## src/rtl/apb_slave_pkg.sv

```systemverilog
// Shared types and width helpers for the APB completer memory (apb_slave_mem).
package apb_slave_pkg;

  typedef enum logic [0:0] {
    IDLE   = 1'b0,
    ACCESS = 1'b1
  } apb_state_e;

  localparam int BYTE_W = 8;

  function automatic int addr_lsb_f(input int data_width);
    return $clog2(data_width / BYTE_W);
  endfunction

  function automatic int strb_width_f(input int data_width);
    return data_width / BYTE_W;
  endfunction

endpackage

```

## src/rtl/apb_slave_regfile.sv

```systemverilog
// Word array behind the APB completer: asynchronous clear, byte-lane writes,
// combinational read port. Out-of-range indices read as zero and never write.
module apb_slave_regfile
  import apb_slave_pkg::*;
#(
  parameter int DATA_WIDTH = 32,
  parameter int DEPTH      = 16,
  parameter int IDX_W      = 6
) (
  input  logic                    clk,
  input  logic                    rst,
  input  logic                    we,
  input  logic [IDX_W-1:0]        widx,
  input  logic [DATA_WIDTH-1:0]   wdata,
  input  logic [DATA_WIDTH/8-1:0] wstrb,
  input  logic [IDX_W-1:0]        ridx,
  output logic [DATA_WIDTH-1:0]   rdata
);

  localparam int STRB_W = strb_width_f(DATA_WIDTH);
  localparam int MEM_AW = (DEPTH > 1) ? $clog2(DEPTH) : 1;
  localparam logic [IDX_W:0] DEPTH_L = (IDX_W + 1)'(DEPTH);

  logic [DATA_WIDTH-1:0] mem_q [DEPTH];
  logic [DATA_WIDTH-1:0] mem_d [DEPTH];
  logic                  widx_ok_s;
  logic                  ridx_ok_s;

  assign widx_ok_s = ({1'b0, widx} < DEPTH_L);
  assign ridx_ok_s = ({1'b0, ridx} < DEPTH_L);

  // Next array contents: merge the enabled byte lanes into the addressed word.
  always_comb begin
    mem_d = mem_q;
    if (we && widx_ok_s) begin
      for (int b = 0; b < STRB_W; b++) begin
        mem_d[widx[MEM_AW-1:0]][b*BYTE_W +: BYTE_W] =
          wstrb[b] ? wdata[b*BYTE_W +: BYTE_W] : mem_q[widx[MEM_AW-1:0]][b*BYTE_W +: BYTE_W];
      end
    end else begin
      mem_d = mem_q;
    end
  end

  // Array storage with asynchronous clear.
  always_ff @(posedge clk or posedge rst) begin
    if (rst) begin
      for (int i = 0; i < DEPTH; i++) begin
        mem_q[i] <= '0;
      end
    end else begin
      mem_q <= mem_d;
    end
  end

  assign rdata = ridx_ok_s ? mem_q[ridx[MEM_AW-1:0]] : '0;

endmodule

```

## src/rtl/apb_slave_mem.sv

```systemverilog
// APB completer backed by a word array, with programmable wait states and pslverr.
// Optional macro APB4_PSTRB_EN adds the pstrb byte-strobe input.
module apb_slave_mem
  import apb_slave_pkg::*;
#(
  parameter int ADDR_WIDTH = 8,
  parameter int DATA_WIDTH = 32,
  parameter int DEPTH      = 16,
  parameter int WAIT_W     = 4
) (
  input  logic                    pclk,
  input  logic                    prst,
  input  logic                    psel,
  input  logic                    penable,
  input  logic                    pwrite,
  input  logic [ADDR_WIDTH-1:0]   paddr,
  input  logic [DATA_WIDTH-1:0]   pwdata,
`ifdef APB4_PSTRB_EN
  input  logic [DATA_WIDTH/8-1:0] pstrb,
`endif
  input  logic [WAIT_W-1:0]       cfg_wait,
  output logic [DATA_WIDTH-1:0]   prdata,
  output logic                    pready,
  output logic                    pslverr
);

  localparam int ADDR_LSB = addr_lsb_f(DATA_WIDTH);
  localparam int STRB_W   = strb_width_f(DATA_WIDTH);
  localparam int IDX_W    = ADDR_WIDTH - ADDR_LSB;
  localparam logic [ADDR_WIDTH-1:0] ALIGN_MASK = ADDR_WIDTH'((1 << ADDR_LSB) - 1);
  localparam logic [IDX_W:0]        DEPTH_L    = (IDX_W + 1)'(DEPTH);

  apb_state_e            state_q, state_d;
  logic [WAIT_W-1:0]     cnt_q, cnt_d;
  logic [IDX_W-1:0]      idx_q, idx_d;
  logic                  write_q, write_d;
  logic [DATA_WIDTH-1:0] wdata_q, wdata_d;
  logic                  err_q, err_d;
  logic [STRB_W-1:0]     strb_q, strb_d;

  logic [IDX_W-1:0]      setup_idx_s;
  logic                  setup_err_s;
  logic [STRB_W-1:0]     strb_in_s;
  logic                  mem_we_s;
  logic                  pready_s;
  logic [DATA_WIDTH-1:0] mem_rdata_s;

`ifdef APB4_PSTRB_EN
  assign strb_in_s = pstrb;
`else
  assign strb_in_s = {STRB_W{1'b1}};
`endif

  // The mask form of the alignment check also covers byte-wide data (empty mask).
  assign setup_idx_s = paddr[ADDR_WIDTH-1:ADDR_LSB];
  assign setup_err_s = ((paddr & ALIGN_MASK) != '0) || ({1'b0, setup_idx_s} >= DEPTH_L);

  assign pready_s = (state_q == ACCESS) && (cnt_q == '0) && psel && penable;

  // Next-state logic: SETUP capture, wait countdown, completion and abort.
  always_comb begin
    state_d  = state_q;
    cnt_d    = cnt_q;
    idx_d    = idx_q;
    write_d  = write_q;
    wdata_d  = wdata_q;
    err_d    = err_q;
    strb_d   = strb_q;
    mem_we_s = 1'b0;
    case (state_q)
      IDLE: begin
        if (psel && !penable) begin
          idx_d   = setup_idx_s;
          write_d = pwrite;
          wdata_d = pwdata;
          err_d   = setup_err_s;
          strb_d  = strb_in_s;
          cnt_d   = cfg_wait;
          state_d = ACCESS;
        end else begin
          state_d = IDLE;
        end
      end
      ACCESS: begin
        if (!psel) begin
          state_d = IDLE;
        end else if (cnt_q != '0) begin
          cnt_d = cnt_q - WAIT_W'(1);
        end else if (penable) begin
          mem_we_s = write_q && !err_q;
          state_d  = IDLE;
        end else begin
          state_d = ACCESS;
        end
      end
      default: begin
        state_d = IDLE;
      end
    endcase
  end

  // Transfer context registers.
  always_ff @(posedge pclk or posedge prst) begin
    if (prst) begin
      state_q <= IDLE;
      cnt_q   <= '0;
      idx_q   <= '0;
      write_q <= 1'b0;
      wdata_q <= '0;
      err_q   <= 1'b0;
      strb_q  <= '0;
    end else begin
      state_q <= state_d;
      cnt_q   <= cnt_d;
      idx_q   <= idx_d;
      write_q <= write_d;
      wdata_q <= wdata_d;
      err_q   <= err_d;
      strb_q  <= strb_d;
    end
  end

  apb_slave_regfile #(
    .DATA_WIDTH(DATA_WIDTH),
    .DEPTH     (DEPTH),
    .IDX_W     (IDX_W)
  ) u_regfile (
    .clk  (pclk),
    .rst  (prst),
    .we   (mem_we_s),
    .widx (idx_q),
    .wdata(wdata_q),
    .wstrb(strb_q),
    .ridx (idx_q),
    .rdata(mem_rdata_s)
  );

  assign pready  = pready_s;
  assign pslverr = pready_s && err_q;
  assign prdata  = (pready_s && !write_q && !err_q) ? mem_rdata_s : '0;

endmodule

```

## config.mk

```make
export PLATFORM = sky130hd
export DESIGN_NAME = apb_slave_mem
export DESIGN_NICKNAME = d
export VERILOG_FILES = /design/src/rtl/apb_slave_pkg.sv /design/src/rtl/apb_slave_regfile.sv /design/src/rtl/apb_slave_mem.sv
export SDC_FILE = /design/constraint.sdc
export NUM_CORES = 1
export LEC_CHECK = 0
export ABC_AREA = 1
export CELL_PAD_IN_SITES_DETAIL_PLACEMENT = 1
export CELL_PAD_IN_SITES_GLOBAL_PLACEMENT = 1
export CORE_MARGIN = 5
export CORE_UTILIZATION = 41
export CTS_CLUSTER_SIZE = 16
export DETAILED_ROUTE_END_ITERATION = 12
export PLACE_DENSITY_LB_ADDON = 0.1
export SLEW_MARGIN = 20
export SYNTH_ARGS = -nofsm -noshare
export SYNTH_HDL_FRONTEND = slang
export SYNTH_SLANG_ARGS = --single-unit
export TNS_END_PERCENT = 100
```

## constraint.sdc

```tcl
create_clock -name pclk -period 19.05 [get_ports pclk]
set_input_delay 2.8575 -clock pclk [delete_from_list [all_inputs] [get_ports pclk]]
set_output_delay 2.8575 -clock pclk [all_outputs]
set_load 0.01 [all_outputs]
```

==> metrics.txt, run 1 <==
outcome complete, no violations; CTS Sinks 558; max cap viols 0; type of the worst setup path primary input to primary output; Post-Route WL 111 mm; fin crit share 0.460; post-synth top area cell dfrtp_1; CTS tree yes; Die H 276 um; Die Width 276 um; Final Hold Fails 0; metal3 WL 5.72 mm; synthesis-to-finish area growth 9.67%; Post-Syn Area 29000 sq um; root buffer cell clkbuf_16; Post-CTS Setup Bufs 0; met1 WL 51.0 mm; CTS Hold Buffers Added 0; global-route wire length before repair 169 mm; Mapped Avg Cell Area 7.06 sq um; Ports 83; met2 WL 51.5 mm; Core Box Area 70100 sq um; hpwl dp 56.8 mm; Setup TNS Final 0 ps; routed vias 27100; Clock transition at path regs 60 ps; Worst R2R Path Depth 8; largest net degree at the start of global routing 124; port bufs 82; gr usage total 0.291; drt drc 0; CP max FO 19; hold_ws 463 ps; Seq cells post-synth 558; Seq/Total Area, Yosys 0.481; Mapped Nets 4157; PostCTS Resize Cnt 0; grt total ovfl 0; share of cells above drive strength 1 0.0627; initial antenna violation count 1; endpoints failing setup 0; Worst Setup End Kind primary output; critical path startpoint category primary input; vias in the first global route 27400; cell depth of the worst hold path 2; worst-margin pin slew 1170 ps; starting density of the core 0.413; antenna-violating nets left 0; top cells by area, synth dfrtp_1, nand2_1, nand3_1, buf_6, buf_2; Max Clock Skew 18.3 ps; Hold WC Path Type flip-flop to flip-flop; worst hold start wdata_q[21]; Fillers 9030; power per cell area 91.6 nW/um^2; relative slew slack 0.216; Routed WL per cell 22.2 um; Post-Syn Instances 4106; unrepaired setup endpoints after global routing false; nets@finish 4055; Synth Warn # 0; drt first pass iters 5; Die ar. 76200 sq um; worst flop-to-flop path endpoint u_regfile.mem_q[29]; Pleak 0.0179 uW; GPL Wtd Cong 0.756; Num CTS Buffers 68; critical path data required time 16190 ps; vias per cell 5.42; Slew Viols, Final 0; top layer in use met4; Crit path arrival time 5910 ps; crit path time final 8770 ps; flop-to-flop setup slack 15160 ps; Max Fclk 114 MHz; area share of the largest cell type after synthesis 0.481; Reg-to-Reg Start idx_q[1]; Worst Hold End wdata_q[21]; number of DRC markers in iteration 0 2441; clk buf depth 3; Cell variety after synth 30; Worst VDD drop 63.2 uV; std cell rows 97; Max H-tree Level 3; Clk Latency, worst-skew pair 620 ps
==> final cells by class <==
type	count	area [sq um]	share of cell area
antenna	1	2.50	0.0000787
clock buffer	103	2020	0.0637
clock inverter	15	97.6	0.00307
inverter	38	170	0.00535
multi-input combinational	3215	13200	0.416
sequential	558	14000	0.439
tap	940	1180	0.0370
timing repair buffer	123	1140	0.0357
==> cells by family (layout without fill, tap and decap cells) <==
logic type,count (synthesis),in the layout,synth area share
flip-flops,558,558,0.481
adder cells (fa/ha/maj),2,2,0.000863
buffers and inverters,333,279,0.0661
AND/OR/NAND/NOR,3196,3196,0.448
other,0,1,0
AO/OA/AOI/OAI,16,16,0.00311
XOR/XNOR,1,1,0.000302
==> through the flow <==
step                      setup WS (ps)   util  instance area [sq um]  total power (uW)  std cells
final                             10280  0.453                  31800              2910       4993
after global routing              10160  0.453                  31800              3010       4992
after CTS                         10300  0.453                  31800              2940       4992
after detailed placement          10300  0.423                  29700              1660       4874
after global placement             9610  0.423                  29700              1660       4873
after floorplan                     588      -                  29000              1520       4106
==> per-layer routing <==
metal | global-route usage | up-vias
met3 | 0.0362 | 186
met1 | 0.412 | 13700
met4 | 0.0778 | 0
met2 | 0.478 | 702
li1 | - | 12500
met5 | 0 | -
==> worst max path at each step <==
stage               startpoint   endpoint  slack, ps  cells past startpoint
floorplan                 prst   cnt_q[0]        590                      1
global placement       penable  prdata[0]       9610                      9
detailed placement     penable  prdata[0]      10300                      9
CTS                    penable  prdata[0]      10300                      9
global route           penable  prdata[0]      10160                      9
finish                 penable  prdata[0]      10280                      9
==> worst max-delay path, stage by stage <==
cell and delay [ps]:
clkdlybuf4s50_1 550, nand3_2 100, nor2_2 150, inv_2 70, nor2_4 230, nand4_1 590, buf_4 510, nor2_1 260
clkdlybuf4s50_1 580
==> cells in the mapped netlist (all sizes together) <==
master	n
nand2	2531
dfrtp	558
nand3	521
buf	211
nor2	106
clkbuf	84
inv	38
or2	32
o21ai	11
nor3	4
ha	2
nand4	2
a21oi	1
a22oi	1
a32oi	1
o211ai	1
o22ai	1
xor2	1
==> flip-flops by register name, summed over array words and instances, names as in the netlist <==
name / flops
err_q: 1
idx_q: 6
u_regfile.mem_q: 512
wdata_q: 32
strb_q: 1
write_q: 1
cnt_q: 4
state_q: 1
==> where the power goes <==
part / switching [uW] / internal, uW / total [uW]
Combinational: 344 / 53.8 / 398
Sequential: 35.7 / 1210 / 1250
Clock: 538 / 733 / 1270
==> cells in the final DEF, fill, tap and decap left out, types with 2 or more instances in the layout <==
master           synthesis  final
inv_2                   23     19
clkdlybuf4s50_1          0     82
dfrtp_4                  0      2
clkbuf_8                 0     17
nand3_4                  4      4
clkinv_2                 0     11
buf_4                   41     39
nor2_4                  17     35
ha_1                     2      2
nand2_1               2524   2524
dfrtp_1                558    556
or2_2                   32     32
buf_6                   51      2
inv_1                   15     12
inv_6                    0      7
nor2_1                  75     70
nand2_2                  6      6
o21ai_0                 11     11
nor3_2                   2      3
clkbuf_1                84     17
inv_8                    0      2
nand3_1                516    516
inv_4                    0      2
clkbuf_16                0     69
Power figures use the tool's default switching activity.
==> inputs of run 2 (changes only) <==
Settings changed: CORE_UTILIZATION 41 to 46.
Clock period 19.05 ns to 8.7 ns, I/O delays scaled along.
==> metrics.txt, run 2 (synthesis gave the netlist of run 1 again) <==
outcome complete, no violations; Routed WL per cell 22.4 um (+0.66%); number of DRC markers in iteration 0 2261 (-7.4%); port bufs 82 (unchanged); CTS Sinks 558 (unchanged); Post-Route WL 109 mm (-1.6%); gr usage total 0.320 (+0.0281); CTS tree yes; commonest non-fill, non-tap cell in the layout nand2_1; vias in the first global route 28100 (+2.6%); global-route wire length before repair 167 mm (-1.2%); Max Clock Skew 20.7 ps (+2.44 ps); starting density of the core 0.462 (+0.0489); std cell rows 92 (-5.2%); Max Fclk 176 MHz; clk buf depth 3 (unchanged); Hold WC Path Type flip-flop to flip-flop; ant diodes 0 (-1); max reg flops 512 (unchanged); Core Box Area 62700 sq um (-11%); hpwl dp 56.6 mm (-0.38%); drt first pass iters 5 (unchanged); initial antenna violation count 0 (-1); slack of the critical path 3010 ps (-7270 ps); relative slew slack 0.183 (-0.0334); Ports 83 (unchanged); register area 14000 sq um (unchanged); Worst Setup End Kind primary output; critical path startpoint category primary input; vias per cell 5.57 (+2.8%); drt drc 0 (unchanged); CP max FO 19 (unchanged); area of the multi-input gates 13200 sq um (unchanged); Worst VDD drop 164 uV (+160%); fin crit share 0.654; largest net degree at the start of global routing 193 (+56%); Crit path arrival time 4390 ps (-1520 ps); share of cells above drive strength 1 0.0588 (-0.00392); power per cell area 200 nW/um^2 (+120%); endpoints failing setup 0 (unchanged); worst-margin pin slew 1220 ps (+51.2 ps); PostCTS Resize Cnt 0 (unchanged); Num CTS Buffers 66 (-2.9%); Slew Viols, Final 0 (unchanged); hold_ws 461 ps (-2.73 ps); most frequent cells in the layout nand2_1, dfrtp_1, nand3_1; grt total ovfl 0 (unchanged); Clock transition at path regs 50 ps (about the same); Tot Pwr 6350 uW (+120%); Pleak 0.0179 uW (about the same); antenna-violating nets left 0 (unchanged); pre-CTS setup slack 2480 ps (-7830 ps); nets@finish 4045 (-0.25%); Die ar. 68200 sq um (-10%); type of the worst setup path primary input to primary output; Max H-tree Level 3 (unchanged); max cap viols 0 (unchanged); Die Width 261 um (-5.4%); Final Hold Fails 0 (unchanged); unrepaired setup endpoints after global routing false; GPL Wtd Cong 0.780 (+3.1%); CTS Hold Buffers Added 0 (unchanged); Post-CTS Setup Bufs 0 (unchanged); Clk Latency, worst-skew pair 610 ps (about the same); crit path time final 5690 ps; Die H 261 um (-5.4%); Fillers 7962 (-12%); Biggest register u_regfile.mem_q; root buffer cell clkbuf_16; top flop regs u_regfile.mem_q: 512 flops, wdata_q: 32 flops, idx_q: 6 flops; critical path data required time 7390 ps (-8800 ps); synthesis-to-finish area growth 9.56% (about the same); routed vias 27200 (+0.46%)
[run 2: cell count changes in the layout (fill, tap and decap cells not counted), sizes merged]
cell,previous run,this run
clkinv,11,4
diode,1,0
inv,42,40
bufinv,0,2
clkinvlp,0,1
buf,41,33
clkbuf,103,98
[run 2: worst paths after layout]
path | from | slack, ps | endpoint | depth (start not counted)
max | penable | 3010 | prdata[0] | 10
min | wdata_q[10] | 460 | wdata_q[10] | 2
max reg2reg | idx_q[0] | 4690 | u_regfile.mem_q[292] | 8
min reg2reg | wdata_q[10] | 460 | wdata_q[10] | 2
max in group asynchronous | prst | 5730 | u_regfile.mem_q[2] | 4
min in group asynchronous | prst | 1080 | u_regfile.mem_q[242] | 2
[run 2: routing by layer]
layer,up-vias,global-route usage,share of wire
li1,12400,-,-
met4,0,0.115,0.035
met1,13700,0.429,0.43
met3,232,0.0449,0.061
met2,821,0.533,0.47
met5,-,0,0
[run 2: worst max-delay path: stages]
cell and delay [ps]:
clkdlybuf4s50_1 550, nand3_2 100, nor2_2 160, inv_2 70, nor2_4 260, nand4_1 490
buf_8 340, buf_4 280, nor2_1 220, clkdlybuf4s50_1 600
[run 2: per-stage QoR]
| stage | cell area, sq um | utilization | setup TNS, ps | cells |
|---|---|---|---|---|
| 2_1_floorplan | 29000 | - | -112020 | 4106 |
| 3_3_place_gp | 29500 | 0.470 | 0 | 4763 |
| 3_5_place_dp | 29600 | 0.472 | 0 | 4768 |
| 4_1_cts | 31700 | 0.505 | 0 | 4875 |
| 5_1_grt | 31800 | 0.506 | 0 | 4879 |
| 6_report | 31800 | 0.506 | 0 | 4879 |
[run 2: layout make-up]
cell class | instances | area share
Clock inverter | 9 | 0.00335
Tap cell | 846 | 0.0333
Multi-Input combinational cell | 3215 | 0.416
Clock buffer | 98 | 0.0622
Timing Repair Buffer | 115 | 0.0402
Inverter | 38 | 0.00500
Sequential cell | 558 | 0.440
[run 2: power breakdown]
part | switching (uW) | internal [uW]
sequential | 38.5 | 2650
clock | 1130 | 1620
combinational | 784 | 124
==> inputs of run 3 (changes only) <==
Clock period 8.7 ns to 5.3 ns, I/O delays scaled along.
==> metrics.txt, run 3 (synthesis gave the netlist of run 1 again) <==
nets@finish 4056 (+0.27%); GPL Wtd Cong 0.779 (-0.13%); Post-Route WL 110 mm (+0.88%); routed vias 27300 (+0.60%); ant diodes 0 (unchanged); max incr delay on CP 680 ps (+80 ps); Num CTS Buffers 68 (+3.0%); pre-CTS setup slack 1210 ps (-1270 ps); Worst VDD drop 232 uV (+42%); Worst Setup End Kind primary output; worst-margin pin slew 1230 ps (+8.11 ps); area of the multi-input gates 13200 sq um (unchanged); PostCTS Resize Cnt 0 (unchanged); Max H-tree Level 3 (unchanged); cell depth of the worst hold path 2 (unchanged); top flop regs u_regfile.mem_q: 512 flops, wdata_q: 32 flops, idx_q: 6 flops; register area 14000 sq um (unchanged); CP delay by family, top buffers and inverters; Tot Pwr 10800 uW (+69%); drt first pass iters 5 (unchanged); hpwl dp 58.5 mm (+3.4%); outcome complete, no violations; vias in the first global route 27700 (-1.6%); critical path data required time 4510 ps (-2880 ps); Reg-to-Reg Start idx_q[0]; largest net degree at the start of global routing 142 (-26%); CTS Sinks 558 (unchanged); starting density of the core 0.462 (unchanged); unrepaired setup endpoints after global routing false; relative slew slack 0.177 (-0.00617); type of the worst setup path flip-flop to primary output; worst flop-to-flop path endpoint u_regfile.mem_q[80]; critical path startpoint category flip-flop; Layout Utilization 0.510 (+0.00359); gr usage total 0.322 (+0.00243); Pleak 0.0180 uW (+0.72%); Worst R2R Path Depth 8 (unchanged); CTS tree yes; Ports 83 (unchanged); crit path time final 4410 ps; Final Hold Fails 0 (unchanged); Max Fclk 227 MHz; power per cell area 336 nW/um^2 (+68%); Slew Viols, Final 0 (unchanged); clk buf depth 3 (unchanged); root buffer cell clkbuf_16; port bufs 82 (unchanged); Die ar. 68200 sq um (unchanged); Clk Latency, worst-skew pair 600 ps (about the same); Worst Hold End wdata_q[23]; fin crit share 0.832; max reg flops 512 (unchanged); drt drc 0 (unchanged); vias per cell 5.58 (about the same); Biggest register u_regfile.mem_q; worst hold start wdata_q[23]; Die H 261 um (unchanged); Fillers 8048 (+1.1%); share of cells above drive strength 1 0.0628 (+0.00407); commonest non-fill, non-tap cell in the layout nand2_1; cell area after placement 29600 sq um (+0.16%); design area 32000 sq um (+0.71%); Core Box Area 62700 sq um (unchanged); Routed WL per cell 22.5 um (+0.36%); flop-to-flop setup slack 1690 ps (-3000 ps); std cell rows 92 (unchanged); synthesis-to-finish area growth 10.3%; endpoints failing setup 0 (unchanged); grt total ovfl 0 (unchanged); cell mode on critical path nand2_1; CP max FO 92 (+73); CTS Hold Buffers Added 0 (unchanged); number of DRC markers in iteration 0 2447 (+8.2%); Crit path arrival time 3620 ps (-770 ps); Post-CTS Setup Bufs 0 (unchanged); critical path, cell by cell inv_8 -> buf_12 -> nand2_1 -> nand2_1 -> nand2_1 -> nand2_1 -> nand2_1 -> nand2_1 -> nor2_1 -> nor2_1 -> clkdlybuf4s50_1; CP max-delay cell dfrtp_4; WP buf/inv 3 (-2); Max Clock Skew 17.4 ps (-3.26 ps); slack of the critical path 889 ps (-2120 ps); max cap viols 0 (unchanged); Clock transition at path regs 60 ps (about the same); antenna-violating nets left 0 (unchanged); initial antenna violation count 0 (unchanged); Hold WC Path Type flip-flop to flip-flop; global-route wire length before repair 170 mm (+1.5%); Die Width 261 um (unchanged); most frequent cells in the layout nand2_1, dfrtp_1, nand3_1
==> run 3: cell types whose count changed in the layout (fill, tap and decap cells not counted), sizes merged <==
cell / before / now
buf: 33 / 42
inv: 40 / 37
clkbuf: 98 / 113
clkinv: 4 / 7
bufinv: 2 / 3
==> run 3: worst max path at each step <==
stage,slack (ps),startpoint,depth (start not counted),to
after global placement,1340,penable,8,u_regfile.mem_q[171]
after detailed placement,1210,penable,8,u_regfile.mem_q[289]
after CTS,870,idx_q[0],11,prdata[19]
after floorplan,-3090,prst,1,cnt_q[0]
final,890,idx_q[0],11,prdata[0]
after global routing,730,idx_q[0],11,prdata[25]
==> run 3: cell type report <==
cell class	count	share of cell area
repair buffers	124	0.0407
multi-input cells	3215	0.413
inverters	38	0.00497
flip-flops and latches	558	0.437
clock buffers	113	0.0674
clock inverters	10	0.00391
well taps	846	0.0331
==> run 3: report_power, final <==
part | internal [uW] | switching [uW]
logic | 227 | 1280
clock network | 2910 | 1910
registers | 4350 | 83.3
total | 7490 | 3270
==> run 3: metal layers <==
metal  global-route usage  part of all wire
met3               0.0403             0.063
met4               0.0880             0.024
met2                0.528              0.47
met1                0.456              0.44
met5                    0                 0
==> run 3: worst min-delay path, cell delays in order (launching register included) <==
cell and delay (ps):
dfrtp_1 330, nand2_1 50, nand2_1 40
==> run 3: through the flow <==
step	hold slack (ps)	setup TNS, ps	cells
floorplan	434	-1724640	4106
global placement	447	0	4777
detailed placement	454	0	4778
CTS	468	0	4901
global route	488	0	4904
finish	464	0	4904
